==> src/rtl/mem_crc_scrub_ctrl_if.sv <==
// Host request/response and memory-port signals for mem_crc_scrub_ctrl.
// slave = controller side, master = requester/array side.
interface mem_crc_scrub_ctrl_if #(
  parameter int ADDR_W = 4,
  parameter int DATA_W = 8
);
  localparam int CODE_W = DATA_W + 4;

  logic              host_req;
  logic              host_we;
  logic [ADDR_W-1:0] host_addr;
  logic [DATA_W-1:0] host_wdata;
  logic              host_ready;
  logic              host_rvalid;
  logic [DATA_W-1:0] host_rdata;
  logic              host_err;
  logic              host_corr;

  logic              mem_wr_en;
  logic [ADDR_W-1:0] mem_waddr;
  logic [CODE_W-1:0] mem_wdata;
  logic [ADDR_W-1:0] mem_raddr;
  logic [CODE_W-1:0] mem_rdata;

  modport slave (
    input  host_req, host_we, host_addr, host_wdata, mem_rdata,
    output host_ready, host_rvalid, host_rdata, host_err, host_corr,
    output mem_wr_en, mem_waddr, mem_wdata, mem_raddr
  );

  modport master (
    output host_req, host_we, host_addr, host_wdata, mem_rdata,
    input  host_ready, host_rvalid, host_rdata, host_err, host_corr,
    input  mem_wr_en, mem_waddr, mem_wdata, mem_raddr
  );
endinterface

==> src/rtl/mem_crc_scrub_ctrl.sv <==
// CRC-4 protected memory controller: host write encode / read check, plus a periodic background scrubber.
// Host reads return 2 cycles after acceptance; CRC_CORRECT_EN adds single-bit correction (default: detect-only).
module mem_crc_scrub_ctrl #(
  parameter int ADDR_W         = 4,
  parameter int DATA_W         = 8,
  parameter int SCRUB_INTERVAL = 256,
  parameter int CNT_W          = 8
) (
  input  logic                 clk,
  input  logic                 rst,
  input  logic                 scrub_en,
  mem_crc_scrub_ctrl_if.slave  bus,
  output logic [CNT_W-1:0]     err_cnt,
  output logic [CNT_W-1:0]     corr_cnt
);

  localparam int CODE_W = DATA_W + 4;
  localparam int TMR_W  = (SCRUB_INTERVAL > 2) ? $clog2(SCRUB_INTERVAL) : 1;

  typedef enum logic [2:0] {
    IDLE,
    WRITE,
    READ,
    SCRUB_RD,
    SCRUB_WB
  } state_t;

  // LFSR form of data * x^4 mod (x^4 + x + 1), MSB first, init 0
  function automatic logic [3:0] crc4(input logic [DATA_W-1:0] d);
    logic [3:0] c;
    logic       fb;
    c = 4'h0;
    for (int i = DATA_W - 1; i >= 0; i--) begin
      fb = c[3] ^ d[i];
      c  = {c[2:0], 1'b0} ^ (fb ? 4'h3 : 4'h0);
    end
    return c;
  endfunction

`ifdef CRC_CORRECT_EN
  // Codeword bit j (crc in [3:0]) flips the syndrome by x^j mod P
  function automatic logic [CODE_W-1:0] err_mask(input logic [3:0] syn);
    logic [3:0]        p;
    logic [CODE_W-1:0] m;
    p = 4'h1;
    m = '0;
    for (int j = 0; j < CODE_W; j++) begin
      if (syn == p) m[j] = 1'b1;
      p = {p[2:0], 1'b0} ^ (p[3] ? 4'h3 : 4'h0);
    end
    return m;
  endfunction
`endif

  state_t              state_q, state_d;
  logic [ADDR_W-1:0]   scrub_ptr_q, scrub_ptr_d;
  logic [TMR_W-1:0]    timer_q, timer_d;
  logic                pending_q, pending_d;
  logic                host_ready_q, host_ready_d;
  logic                host_rvalid_q, host_rvalid_d;
  logic [DATA_W-1:0]   host_rdata_q, host_rdata_d;
  logic                host_err_q, host_err_d;
  logic                host_corr_q, host_corr_d;
  logic                mem_wr_en_q, mem_wr_en_d;
  logic [ADDR_W-1:0]   mem_waddr_q, mem_waddr_d;
  logic [CODE_W-1:0]   mem_wdata_q, mem_wdata_d;
  logic [ADDR_W-1:0]   mem_raddr_q, mem_raddr_d;
  logic [CNT_W-1:0]    err_cnt_q, err_cnt_d;
  logic [CNT_W-1:0]    corr_cnt_q, corr_cnt_d;

  logic [DATA_W-1:0]   rd_data;
  logic [3:0]          rd_crc;
  logic [3:0]          syn;
  logic                syn_nz;
  logic [CODE_W-1:0]   fix_mask;
  logic [CODE_W-1:0]   fixed_cw;
  logic                correctable;
  logic                expire;

  always_comb begin
    rd_data  = bus.mem_rdata[CODE_W-1:4];
    rd_crc   = bus.mem_rdata[3:0];
    syn      = crc4(rd_data) ^ rd_crc;
    syn_nz   = (syn != 4'h0);
`ifdef CRC_CORRECT_EN
    fix_mask = err_mask(syn);
`else
    fix_mask = '0;
`endif
    fixed_cw    = bus.mem_rdata ^ fix_mask;
    correctable = |fix_mask;
  end

  always_comb begin
    state_d       = state_q;
    scrub_ptr_d   = scrub_ptr_q;
    timer_d       = timer_q;
    pending_d     = pending_q;
    host_rvalid_d = 1'b0;
    host_rdata_d  = host_rdata_q;
    host_err_d    = host_err_q;
    host_corr_d   = host_corr_q;
    mem_wr_en_d   = 1'b0;
    mem_waddr_d   = mem_waddr_q;
    mem_wdata_d   = mem_wdata_q;
    mem_raddr_d   = mem_raddr_q;
    err_cnt_d     = err_cnt_q;
    corr_cnt_d    = corr_cnt_q;
    expire        = 1'b0;

    if (scrub_en) begin
      if (timer_q == TMR_W'(SCRUB_INTERVAL - 1)) begin
        timer_d = '0;
        expire  = 1'b1;
      end else begin
        timer_d = timer_q + TMR_W'(1);
      end
    end

    // An expiry landing while a scrub is still owed is simply dropped
    if (state_q == SCRUB_RD) pending_d = 1'b0;
    else if (expire)         pending_d = 1'b1;

    unique case (state_q)
      IDLE: begin
        if (bus.host_req) begin
          if (bus.host_we) begin
            state_d     = WRITE;
            mem_wr_en_d = 1'b1;
            mem_waddr_d = bus.host_addr;
            mem_wdata_d = {bus.host_wdata, crc4(bus.host_wdata)};
          end else begin
            state_d     = READ;
            mem_raddr_d = bus.host_addr;
          end
        end else if (pending_q) begin
          state_d     = SCRUB_RD;
          mem_raddr_d = scrub_ptr_q;
        end
      end
      WRITE: state_d = IDLE;
      READ: begin
        host_rvalid_d = 1'b1;
        host_rdata_d  = fixed_cw[CODE_W-1:4];
        host_err_d    = syn_nz;
        host_corr_d   = correctable;
        if (syn_nz && (err_cnt_q != '1)) err_cnt_d = err_cnt_q + CNT_W'(1);
        state_d = IDLE;
      end
      SCRUB_RD: begin
        if (syn_nz && (err_cnt_q != '1)) err_cnt_d = err_cnt_q + CNT_W'(1);
        if (syn_nz && correctable) begin
          state_d     = SCRUB_WB;
          mem_wr_en_d = 1'b1;
          mem_waddr_d = scrub_ptr_q;
          mem_wdata_d = fixed_cw;
        end else begin
          scrub_ptr_d = scrub_ptr_q + ADDR_W'(1);
          state_d     = IDLE;
        end
      end
      SCRUB_WB: begin
        if (corr_cnt_q != '1) corr_cnt_d = corr_cnt_q + CNT_W'(1);
        scrub_ptr_d = scrub_ptr_q + ADDR_W'(1);
        state_d     = IDLE;
      end
      default: state_d = IDLE;
    endcase

    host_ready_d = (state_d == IDLE);
  end

  always_ff @(posedge clk or posedge rst) begin
    if (rst) begin
      state_q       <= IDLE;
      scrub_ptr_q   <= '0;
      timer_q       <= '0;
      pending_q     <= 1'b0;
      host_ready_q  <= 1'b0;
      host_rvalid_q <= 1'b0;
      host_rdata_q  <= '0;
      host_err_q    <= 1'b0;
      host_corr_q   <= 1'b0;
      mem_wr_en_q   <= 1'b0;
      mem_waddr_q   <= '0;
      mem_wdata_q   <= '0;
      mem_raddr_q   <= '0;
      err_cnt_q     <= '0;
      corr_cnt_q    <= '0;
    end else begin
      state_q       <= state_d;
      scrub_ptr_q   <= scrub_ptr_d;
      timer_q       <= timer_d;
      pending_q     <= pending_d;
      host_ready_q  <= host_ready_d;
      host_rvalid_q <= host_rvalid_d;
      host_rdata_q  <= host_rdata_d;
      host_err_q    <= host_err_d;
      host_corr_q   <= host_corr_d;
      mem_wr_en_q   <= mem_wr_en_d;
      mem_waddr_q   <= mem_waddr_d;
      mem_wdata_q   <= mem_wdata_d;
      mem_raddr_q   <= mem_raddr_d;
      err_cnt_q     <= err_cnt_d;
      corr_cnt_q    <= corr_cnt_d;
    end
  end

  assign bus.host_ready  = host_ready_q;
  assign bus.host_rvalid = host_rvalid_q;
  assign bus.host_rdata  = host_rdata_q;
  assign bus.host_err    = host_err_q;
  assign bus.host_corr   = host_corr_q;
  assign bus.mem_wr_en   = mem_wr_en_q;
  assign bus.mem_waddr   = mem_waddr_q;
  assign bus.mem_wdata   = mem_wdata_q;
  assign bus.mem_raddr   = mem_raddr_q;
  assign err_cnt         = err_cnt_q;
  assign corr_cnt        = corr_cnt_q;

endmodule

==> src/flat_wrapper.sv <==
// flat-port wrapper written by rule: the top's interface ports become plain ports
module mem_crc_scrub_ctrl_flat 
#(
  parameter int ADDR_W         = 4,
  parameter int DATA_W         = 8,
  parameter int SCRUB_INTERVAL = 256,
  parameter int CNT_W          = 8
)
  (clk, rst, scrub_en, err_cnt, corr_cnt, bus_host_req, bus_host_we, bus_host_addr, bus_host_wdata, bus_mem_rdata, bus_host_ready, bus_host_rvalid, bus_host_rdata, bus_host_err, bus_host_corr, bus_mem_wr_en, bus_mem_waddr, bus_mem_wdata, bus_mem_raddr);
  mem_crc_scrub_ctrl_if #(.ADDR_W(ADDR_W), .DATA_W(DATA_W)) bus_i ();
  input  logic clk;
  input  logic rst;
  input  logic scrub_en;
  output logic [CNT_W-1:0] err_cnt;
  output logic [CNT_W-1:0] corr_cnt;
  input wire logic [$bits(bus_i.host_req)-1:0] bus_host_req;
  input wire logic [$bits(bus_i.host_we)-1:0] bus_host_we;
  input wire logic [$bits(bus_i.host_addr)-1:0] bus_host_addr;
  input wire logic [$bits(bus_i.host_wdata)-1:0] bus_host_wdata;
  input wire logic [$bits(bus_i.mem_rdata)-1:0] bus_mem_rdata;
  output wire logic [$bits(bus_i.host_ready)-1:0] bus_host_ready;
  output wire logic [$bits(bus_i.host_rvalid)-1:0] bus_host_rvalid;
  output wire logic [$bits(bus_i.host_rdata)-1:0] bus_host_rdata;
  output wire logic [$bits(bus_i.host_err)-1:0] bus_host_err;
  output wire logic [$bits(bus_i.host_corr)-1:0] bus_host_corr;
  output wire logic [$bits(bus_i.mem_wr_en)-1:0] bus_mem_wr_en;
  output wire logic [$bits(bus_i.mem_waddr)-1:0] bus_mem_waddr;
  output wire logic [$bits(bus_i.mem_wdata)-1:0] bus_mem_wdata;
  output wire logic [$bits(bus_i.mem_raddr)-1:0] bus_mem_raddr;
  assign bus_i.host_req = bus_host_req;
  assign bus_i.host_we = bus_host_we;
  assign bus_i.host_addr = bus_host_addr;
  assign bus_i.host_wdata = bus_host_wdata;
  assign bus_i.mem_rdata = bus_mem_rdata;
  assign bus_host_ready = bus_i.host_ready;
  assign bus_host_rvalid = bus_i.host_rvalid;
  assign bus_host_rdata = bus_i.host_rdata;
  assign bus_host_err = bus_i.host_err;
  assign bus_host_corr = bus_i.host_corr;
  assign bus_mem_wr_en = bus_i.mem_wr_en;
  assign bus_mem_waddr = bus_i.mem_waddr;
  assign bus_mem_wdata = bus_i.mem_wdata;
  assign bus_mem_raddr = bus_i.mem_raddr;
  mem_crc_scrub_ctrl #(.ADDR_W(ADDR_W), .DATA_W(DATA_W), .SCRUB_INTERVAL(SCRUB_INTERVAL), .CNT_W(CNT_W)) u_core (.clk(clk), .rst(rst), .scrub_en(scrub_en), .bus(bus_i), .err_cnt(err_cnt), .corr_cnt(corr_cnt));
endmodule
==> config.mk <==
export PLATFORM = sky130hd
export DESIGN_NAME = mem_crc_scrub_ctrl_flat
export DESIGN_NICKNAME = d
export VERILOG_FILES = /design/src/rtl/mem_crc_scrub_ctrl_if.sv /design/src/rtl/mem_crc_scrub_ctrl.sv /design/src/flat_wrapper.sv
export SDC_FILE = /design/constraint.sdc
export NUM_CORES = 1
export LEC_CHECK = 0
export CORE_MARGIN = 10
export CORE_UTILIZATION = 45
export DETAILED_ROUTE_END_ITERATION = 16
export PLACE_DENSITY = 0.75
export SLEW_MARGIN = 20
export SYNTH_ARGS = -nofsm -noshare
export SYNTH_HDL_FRONTEND = slang
export SYNTH_SLANG_ARGS = --single-unit
==> constraint.sdc <==
create_clock -name clk -period 2.8 [get_ports clk]
set_input_delay 0.28 -clock clk [delete_from_list [all_inputs] [get_ports clk]]
set_output_delay 0.28 -clock clk [all_outputs]
set_load 0.01 [all_outputs]
# After elaboration in Yosys (flattened, before gate mapping)
# Cells that the tools add are included.
[word_totals] in_bits=29 ff_bits=64 word_cells=98
[classes] add_sub_neg=4 n_bitwise=29 reduce_logical=12 mux=32 eq_ne=7
[ops] cell="$xor A4 B4 Y4" n=15
[ops] cell="$mux W2" n=17
[ops] cell="$add A8 B1 Y8 const B" n=3
[ops] cell="$ne A8 B8 Y1 const B" n=2
[ops] cell="$mux W4" n=3
[ops] cell="$xor A1 B1 Y1" n=12
[ops] cell="$mux W3" n=3
[ops] cell="$eq A8 B8 Y1 const B" n=1
[ops] cell="$mux W1" n=8
[ops] cell="$mux W8" n=1
[ops] cell="$eq A3 B2 Y1 const B" n=2
[ops] cell="$logic_not A3 Y1" n=2
[ops] cell="$reduce_and A3 Y1" n=2
[ops] cell="$add A4 B1 Y4 const B" n=1
[ops] cell="$reduce_and A2 Y1" n=2
[ops] cell="$reduce_bool A2 Y1" n=2
[ops] cell="$reduce_bool A4 Y1" n=1
[ops] cell="$reduce_or A2 Y1" n=2
[ops] cell="$eq A3 B3 Y1 const B" n=1
[ops] cell="$ne A2 B2 Y1 const B" n=1
[ops] cell="$xor A1 B1 Y1 const A" n=2
[ops] cell="$logic_and A1 B1 Y1" n=1

# Depth between registers and ports, before layout
# Gate-level depths: netlist (run 1).
[depth] depth_word=25 depth_mapped=6 ltp_nobuf=6

# Least setup slack after synthesis (run 1)
# OpenSTA, ideal clock, no wires.
[synth_timing] path_kind="input to register" start="in bus_mem_rdata[5]" end="reg u_core.err_cnt_q[1], in the netlist u_core.err_cnt[1]" cell_stages=6 t_arrival_ns=1.814 path_slack_ns=0.861 path_cell_list="xor3_2 > xnor2_1 > or3_1 > a21o_4 > nand2_4 > mux2_4"
[synth_via] elab_chain_len=8
[synth_rtl] item="start, declared" line="flat_wrapper.sv:20" rtl="input wire logic [$bits(bus_i.mem_rdata)-1:0] bus_mem_rdata;"
[synth_rtl] item="$xor A1 B1 Y1" line="mem_crc_scrub_ctrl.sv:34" rtl="fb = c[3] ^ d[i];"
[synth_rtl] item="$mux W2" line="mem_crc_scrub_ctrl.sv:35" rtl="c = {c[2:0], 1'b0} ^ (fb ? 4'h3 : 4'h0);"
[synth_rtl] item="$xor A4 B4 Y4 (2 in series)" line="mem_crc_scrub_ctrl.sv:35"
[synth_rtl] item="$xor A4 B4 Y4" line="mem_crc_scrub_ctrl.sv:83" rtl="syn = crc4(rd_data) ^ rd_crc;"
[synth_rtl] item="$reduce_bool A4 Y1" line="mem_crc_scrub_ctrl.sv:84" rtl="syn_nz = (syn != 4'h0);"
[synth_rtl] item="$logic_and A1 B1 Y1" line="mem_crc_scrub_ctrl.sv:147, mem_crc_scrub_ctrl.sv:151"
[synth_rtl] item="$reduce_and A2 Y1 (no source line)"
[synth_rtl] item="end signal, assigned" line="mem_crc_scrub_ctrl.sv:204" rtl="err_cnt_q <= err_cnt_d;"
[synth_rtl] item="end, declared" line="mem_crc_scrub_ctrl.sv:68" rtl="logic [CNT_W-1:0] err_cnt_q, err_cnt_d;"
# Every way passes these cells.
# A chain may end at the register's enable or synchronous reset.

# Worst setup path after layout (run 1)
# Same ends and word-level chain as after synthesis.

==> results.yml, run 1 <==
yosys:
  synth_top_cell_by_area: "dfrtp_1"
  async_reset_ff_share_pct: 100.0
  syn_area_mm2: 0.002885
  synth-seq-cells: 64
  syn_inst: 233
  synth_edf_count: 0
  synth.most_common_cell: "dfrtp_1"
  synth.avg_cell_area_um2: 12.38
  synth_area_leaders: "dfrtp_1 56%, mux2_2 10%, xnor2_1 8.8%"
  yosys.cell_types.count: 33
  yosysTopAreaCellShare_pct: 55.51
  ys_seq_area_share_pct: 55.51
  synth_warnings: 0
  synth_commonest_cells: "64 x dfrtp_1, 29 x xnor2_1, 26 x mux2_2, 19 x nand2_1, 14 x nor2_1"
  synth_ff_type: "dfrtp_1"
critical_path:
  cp_num_buf_inv: 1
  crit_path_start_kind: "primary input"
  critPathKind: "primary input to flop"
  path_max_fanout: 8
  worstPathRequired_ns: 3.01
  reg2regPathDepth: 6
  slowest_delay_ns: 0.49
  cp_top_family: "XOR/XNOR gates"
  critPathArrivalTime_ns: 2.40
  cp_cell_sequence: "clkdlybuf4s50_1 > xor3_2 > xnor2_1 > or3_1 > a21o_4 > nand2_4 > mux2_4"
  cp-end-kind: "flop"
  cp.depth: 7
  slowest_stage: "clkdlybuf4s50_1"
floorplan:
  die-height_um: 100.1
  fp.dieW_um: 100.1
  start_util_pct: 45.96
  core_area_mm2: 0.006277
  io_pins: 78
  rows: 29
  dieArea_mm2: 0.01002
cts:
  htree_num_levels: 3
  cts_hold_buf: 0
  cts_buffers: 9
  cts-root-buf: "clkbuf_8"
  clkSinkCount: 64
  ctsResizeCount: 0
  insertion_delay_ns: 0.32
  clock_path_buffers: 2
  cts_tree: "built"
  cts.reportedPaths.clkPinSlew_ns: 0.07
  postCtsSetupBuffers: 0
grt:
  grt_antenna_before_repair: 0
  grt_pass1_wl_mm: 10.22
  grt_pass1_vias: 2056
  grt_max_degree: 65
  grtUsageTotal_pct: 12.43
  grt-ovfl-total: 0
cells_and_area:
  final_nets: 353
  fillCellCount: 511
  drive_above_1_share_pct: 15.08
  area_growth_pct: 36.12
  antenna_cells: 0
  final_area_mm2: 0.003928
routing:
  first_pass_iters: 4
  ant_nets: 0
  drtIter0Drc: 48
  drc: 0
  wl_met3_um: 531
  vias_per_cell: 4.988
  dr_total_vias: 2005
  wl_met2_mm: 2.557
  wl_per_cell_um: 15.05
  top_layer: "met4"
  routed_wl_mm: 6.052
  wl_met1_mm: 2.901
sta:
  worstMarginPinSlew_ns: 0.6684
  hold_violations: 0
  fin_worst_skew_ns: 0.01024
  slew_violations: 0
  totalNegativeSetupSlack_ns: 0
  setup_viol: 0
  period_share_pct: 78.43
  max_slew_margin_pct: 55.27
  max_freq_mhz: 455.4
  layout_setup_ws_ns: 0.6041
  rsz0062_at_grt: "false"
  finalCriticalPeriod_ns: 2.196
placement:
  place_congestion: 0.7998
  place_ws_ns: 0.2772
  io_buffers: 76
  hpwl_mm: 4.517
  place_area_mm2: 0.003761
hold_path:
  hold_class: "primary input to async pin"
pwr:
  p_per_area_mw_per_mm2: 794.2
  p_total_mw: 3.119
  p_leak_nw: 1.662
  ir_drop_mv: 0.4435
status:
  status: "finished clean"
job:
  drv_cap: 0
## per-layer routing
layer	global-route usage, %	vias to the layer above
met1	16.46	960
met5	0	-
met2	17.87	65
met3	4.808	6
met4	4.891	0
li1	-	974
## report_power, final
part           total (mW)  leakage [nW]  switching (mW)  internal (mW)
registers            1.41         0.782           0.219           1.19
clock network       0.671        0.0834           0.327          0.344
logic                1.04         0.797           0.402          0.638
## placed cells by master (no fill, tap or decap), types with 2 or more instances in the layout
cell type        count
and3_1               5
nor2b_1              2
dfrtp_1             64
o21ai_0              5
mux2_2              26
xnor2_1             29
a21oi_1              9
clkinv_2             2
mux2i_1              6
xor2_1              10
conb_1               2
nor2_1              14
or3_1                3
clkbuf_1             3
nand4_1              4
nor3_1               3
clkdlybuf4s50_1     76
buf_4                2
nand2_1             19
nand3_1             11
ha_1                 4
clkbuf_8            10
## tightest hold or removal path: cells and delay by family
family                 cells  cell delay, ns
buffers and inverters      3            0.80
## final cells by class
cell class              instances  area [um^2]  area share [%]
clock buffers                  13        148.9           3.791
well taps                      77        96.34           2.453
inverters                       2        7.507          0.1911
multi-input cells             164         1260           32.08
repair buffers                 79        795.8           20.26
clock inverters                 3        17.52          0.4460
flip-flops and latches         64         1602           40.78
## logic make-up (layout without fill, tap and decap cells)
group | Yosys count | after routing | share of synthesized area (%)
adders and majority gates | 4 | 4 | 1.735
and+or+nand+nor | 66 | 66 | 11.10
xor gates and xnor gates | 42 | 42 | 14.40
AOI/OAI and AO/OA | 17 | 17 | 3.426
buffers and inverters | 6 | 97 | 0.9542
DFF | 64 | 64 | 55.51
muxes | 33 | 33 | 12.75
other | 1 | 2 | 0.1300
## registers in the layout (all words and copies together), names as in the netlist
name	count
u_core.bus.host_err	1
u_core.bus.host_rdata	8
u_core.bus.host_ready	1
u_core.bus.host_rvalid	1
u_core.bus.mem_raddr	4
u_core.bus.mem_waddr	4
u_core.bus.mem_wdata	12
u_core.bus.mem_wr_en	1
u_core.corr_cnt	8
u_core.err_cnt	8
u_core.pending_q	1
u_core.scrub_ptr_q	4
u_core.state_q	3
u_core.timer_q	8
## through the flow
step	hold slack (ns)	utilization (%)	cells
6_report	0.3575	62.57	402
5_1_grt	0.3676	62.57	402
3_3_place_gp	0.4745	59.92	386
4_1_cts	0.3531	62.57	402
3_5_place_dp	0.4776	59.92	386
2_1_floorplan	0.3726	-	234
## final timing paths
check	to	slack, ns	start
max in group asynchronous	u_core.corr_cnt[7]$_DFFE_PP0P_	2.18	rst
min in group clk	u_core.corr_cnt[6]$_DFFE_PP0P_	0.48	u_core.corr_cnt[6]$_DFFE_PP0P_
worst min-delay path	u_core.bus.host_rdata[5]$_DFFE_PP0P_	0.36	rst
worst max-delay path	u_core.err_cnt[1]$_DFFE_PP0P_	0.60	bus_mem_rdata[5]
worst min register to register	u_core.corr_cnt[6]$_DFFE_PP0P_	0.48	u_core.corr_cnt[6]$_DFFE_PP0P_
worst max register to register	u_core.err_cnt[1]$_DFFE_PP0P_	1.02	u_core.err_cnt[2]$_DFFE_PP0P_
No activity file was read; power rests on OpenSTA's default activity.
==> run 2: changes to the inputs <==
CORE_UTILIZATION = 43   (was 45)
clock period = 1.9 ns   (was 2.8 ns; I/O delays follow)
==> run 2 against run 1 <==
  * Global-route usage is 0.76 points higher
  * Sequential share of layout area fell by 1.7 points
  * Non-clock buffer count up 12
  * First-iteration DRC count is 13% higher
  * Power rose by 56%
  * Count of clock-buffer cells in the layout shrank 2
==> results.yml, run 2 (same netlist as run 1, synthesis figures left out) <==
floorplan:
  core_area_mm2: 0.006422
  dieArea_mm2: 0.01039
  rows: 29
  fp.dieW_um: 101.9
  die-height_um: 101.9
  start_util_pct: 44.92
  io_pins: 78
hold_path:
  hold_start: "bus_mem_rdata[5]"
  hold_depth: 2
  hold_path_end: "u_core.bus.host_rdata[1]$_DFFE_PP0P_"
  hold_class: "primary input to flop"
placement:
  io_buffers: 76
  hpwl_mm: 4.728
  place_area_mm2: 0.003876
  place_ws_ns: -0.4711
  place_congestion: 0.7502
status:
  status: "finished clean"
pwr:
  power.internal_mw: 3.381
  clkPwrFrac_pct: 24.3
  p_per_area_mw_per_mm2: 1192
  p_leak_nw: 1.769
  seqPwrFrac_pct: 42.2
  combPwrFrac_pct: 33.4
  netSwitchingFraction_pct: 30.70
  switching_power_mw: 1.498
  ir_drop_mv: 0.6208
  p_total_mw: 4.879
sta:
  rsz0062_at_grt: "false"
  hold_violations: 0
  slew_violations: 0
  fin_worst_skew_ns: 0.01265
  setup_viol: 0
  finalCriticalPeriod_ns: 1.811
  totalNegativeSetupSlack_ns: 0
  layout_setup_ws_ns: 0.08864
  period_share_pct: 95.33
  max_freq_mhz: 552.1
cts:
  clkSinkCount: 64
  cts.reportedPaths.clkPinSlew_ns: 0.07
  cts_tree: "built"
  cts_hold_buf: 0
  clock_path_buffers: 2
  insertion_delay_ns: 0.34
  htree_num_levels: 3
  cts-root-buf: "clkbuf_8"
  cts_buffers: 9
routing:
  drc: 0
  dr_total_vias: 2096
  ant_nets: 0
  wl_per_cell_um: 15.65
  vias_per_cell: 5.063
  drtIter0Drc: 54
  first_pass_iters: 4
  routed_wl_mm: 6.478
critical_path:
  worstReg2RegStart: "u_core.err_cnt[1]$_DFFE_PP0P_"
  critPathKind: "primary input to flop"
  critPathArrivalTime_ns: 2.04
  worstPathRequired_ns: 2.13
  path_max_fanout: 3
  timing.rr.end: "u_core.err_cnt[1]$_DFFE_PP0P_"
  cp-end-kind: "flop"
  crit_path_start_kind: "primary input"
  reg2reg_slack_ns: 0.15
  reg2regPathDepth: 6
cells_and_area:
  final_area_mm2: 0.004094
  area_growth_pct: 41.89
  largest_reg_flops: 12
  antenna_cells: 0
  final_nets: 365
  final_util_pct: 63.74
  final_common_cell: "clkdlybuf4s50_1"
  drive_above_1_share_pct: 19.58
  final_cell_mix: "73 x clkdlybuf4s50_1, 64 x dfrtp_1, 27 x xnor2_1, 26 x mux2_2, 19 x nand2_1"
grt:
  grt_pass1_vias: 2183
  grt-ovfl-total: 0
  grtUsageTotal_pct: 13.19
  grt_antenna_before_repair: 0
  grt_max_degree: 27
  grt_pass1_wl_mm: 10.79
job:
  drv_cap: 0
-- run 2: layout make-up --
cell class	count	area (um^2)
repair buffers	91	910.9
well taps	77	96.34
inverters	2	7.507
fillers	507	2328
clock buffers	11	141.4
clock inverters	5	56.30
flip-flops and latches	64	1602
multi-input cells	164	1280
-- run 2: repair_timing --
item,CTS,global route
endpoints found under the setup margin,8,8
pin swaps,4,1
setup buffers,0,0
resized for setup,3,4
-- run 2: worst max-delay path by stage --
stage / startpoint / slack (ns) / end / cells past startpoint
after floorplan: bus_mem_rdata[5] / 0.05 / u_core.err_cnt[1]$_DFFE_PP0P_ / 6
after global placement: bus_mem_rdata[5] / -0.45 / u_core.err_cnt[1]$_DFFE_PP0P_ / 7
after detailed placement: bus_mem_rdata[5] / -0.47 / u_core.err_cnt[1]$_DFFE_PP0P_ / 7
after CTS: u_core.err_cnt[1]$_DFFE_PP0P_ / 0.03 / u_core.err_cnt[1]$_DFFE_PP0P_ / 6
after global routing: bus_mem_rdata[8] / 0.004 / u_core.err_cnt[4]$_DFFE_PP0P_ / 8
final: bus_mem_rdata[8] / 0.09 / u_core.err_cnt[1]$_DFFE_PP0P_ / 7
-- run 2: critical path: stages --
cell,delay (ns)
clkdlybuf4s50_1,0.55
xor2_1,0.26
xnor2_1,0.12
or3_4,0.33
a21o_4,0.22
nand2_4,0.06
mux2_4,0.29
-- run 2: power by group through the flow --
stage	logic [mW]	registers, mW	clock network [mW]
6_report	1.63	2.06	1.19
3_3_place_gp	1.60	2.07	0
3_5_place_dp	1.64	2.08	0
5_1_grt	1.79	2.12	1.28
2_1_floorplan	0.644	2.18	0
4_1_cts	1.66	2.06	1.22
-- run 2: routing by layer --
| metal | wire, um | up-vias | track usage [%] |
|---|---|---|---|
| li1 | - | 999 | - |
| met1 | 2740 | 1029 | 15.65 |
| met2 | 3091 | 60 | 20.78 |
| met3 | 572 | 8 | 5.870 |
| met4 | 73 | 0 | 4.881 |
| met5 | 0 | - | 0 |
-- run 2: stage by stage --
| stage | std cells | hold slack [ns] |
|---|---|---|
| floorplan | 234 | 0.2826 |
| global placement | 398 | 0.4654 |
| detailed placement | 398 | 0.4715 |
| CTS | 414 | 0.1997 |
| global route | 414 | 0.1671 |
| finish | 414 | 0.1637 |
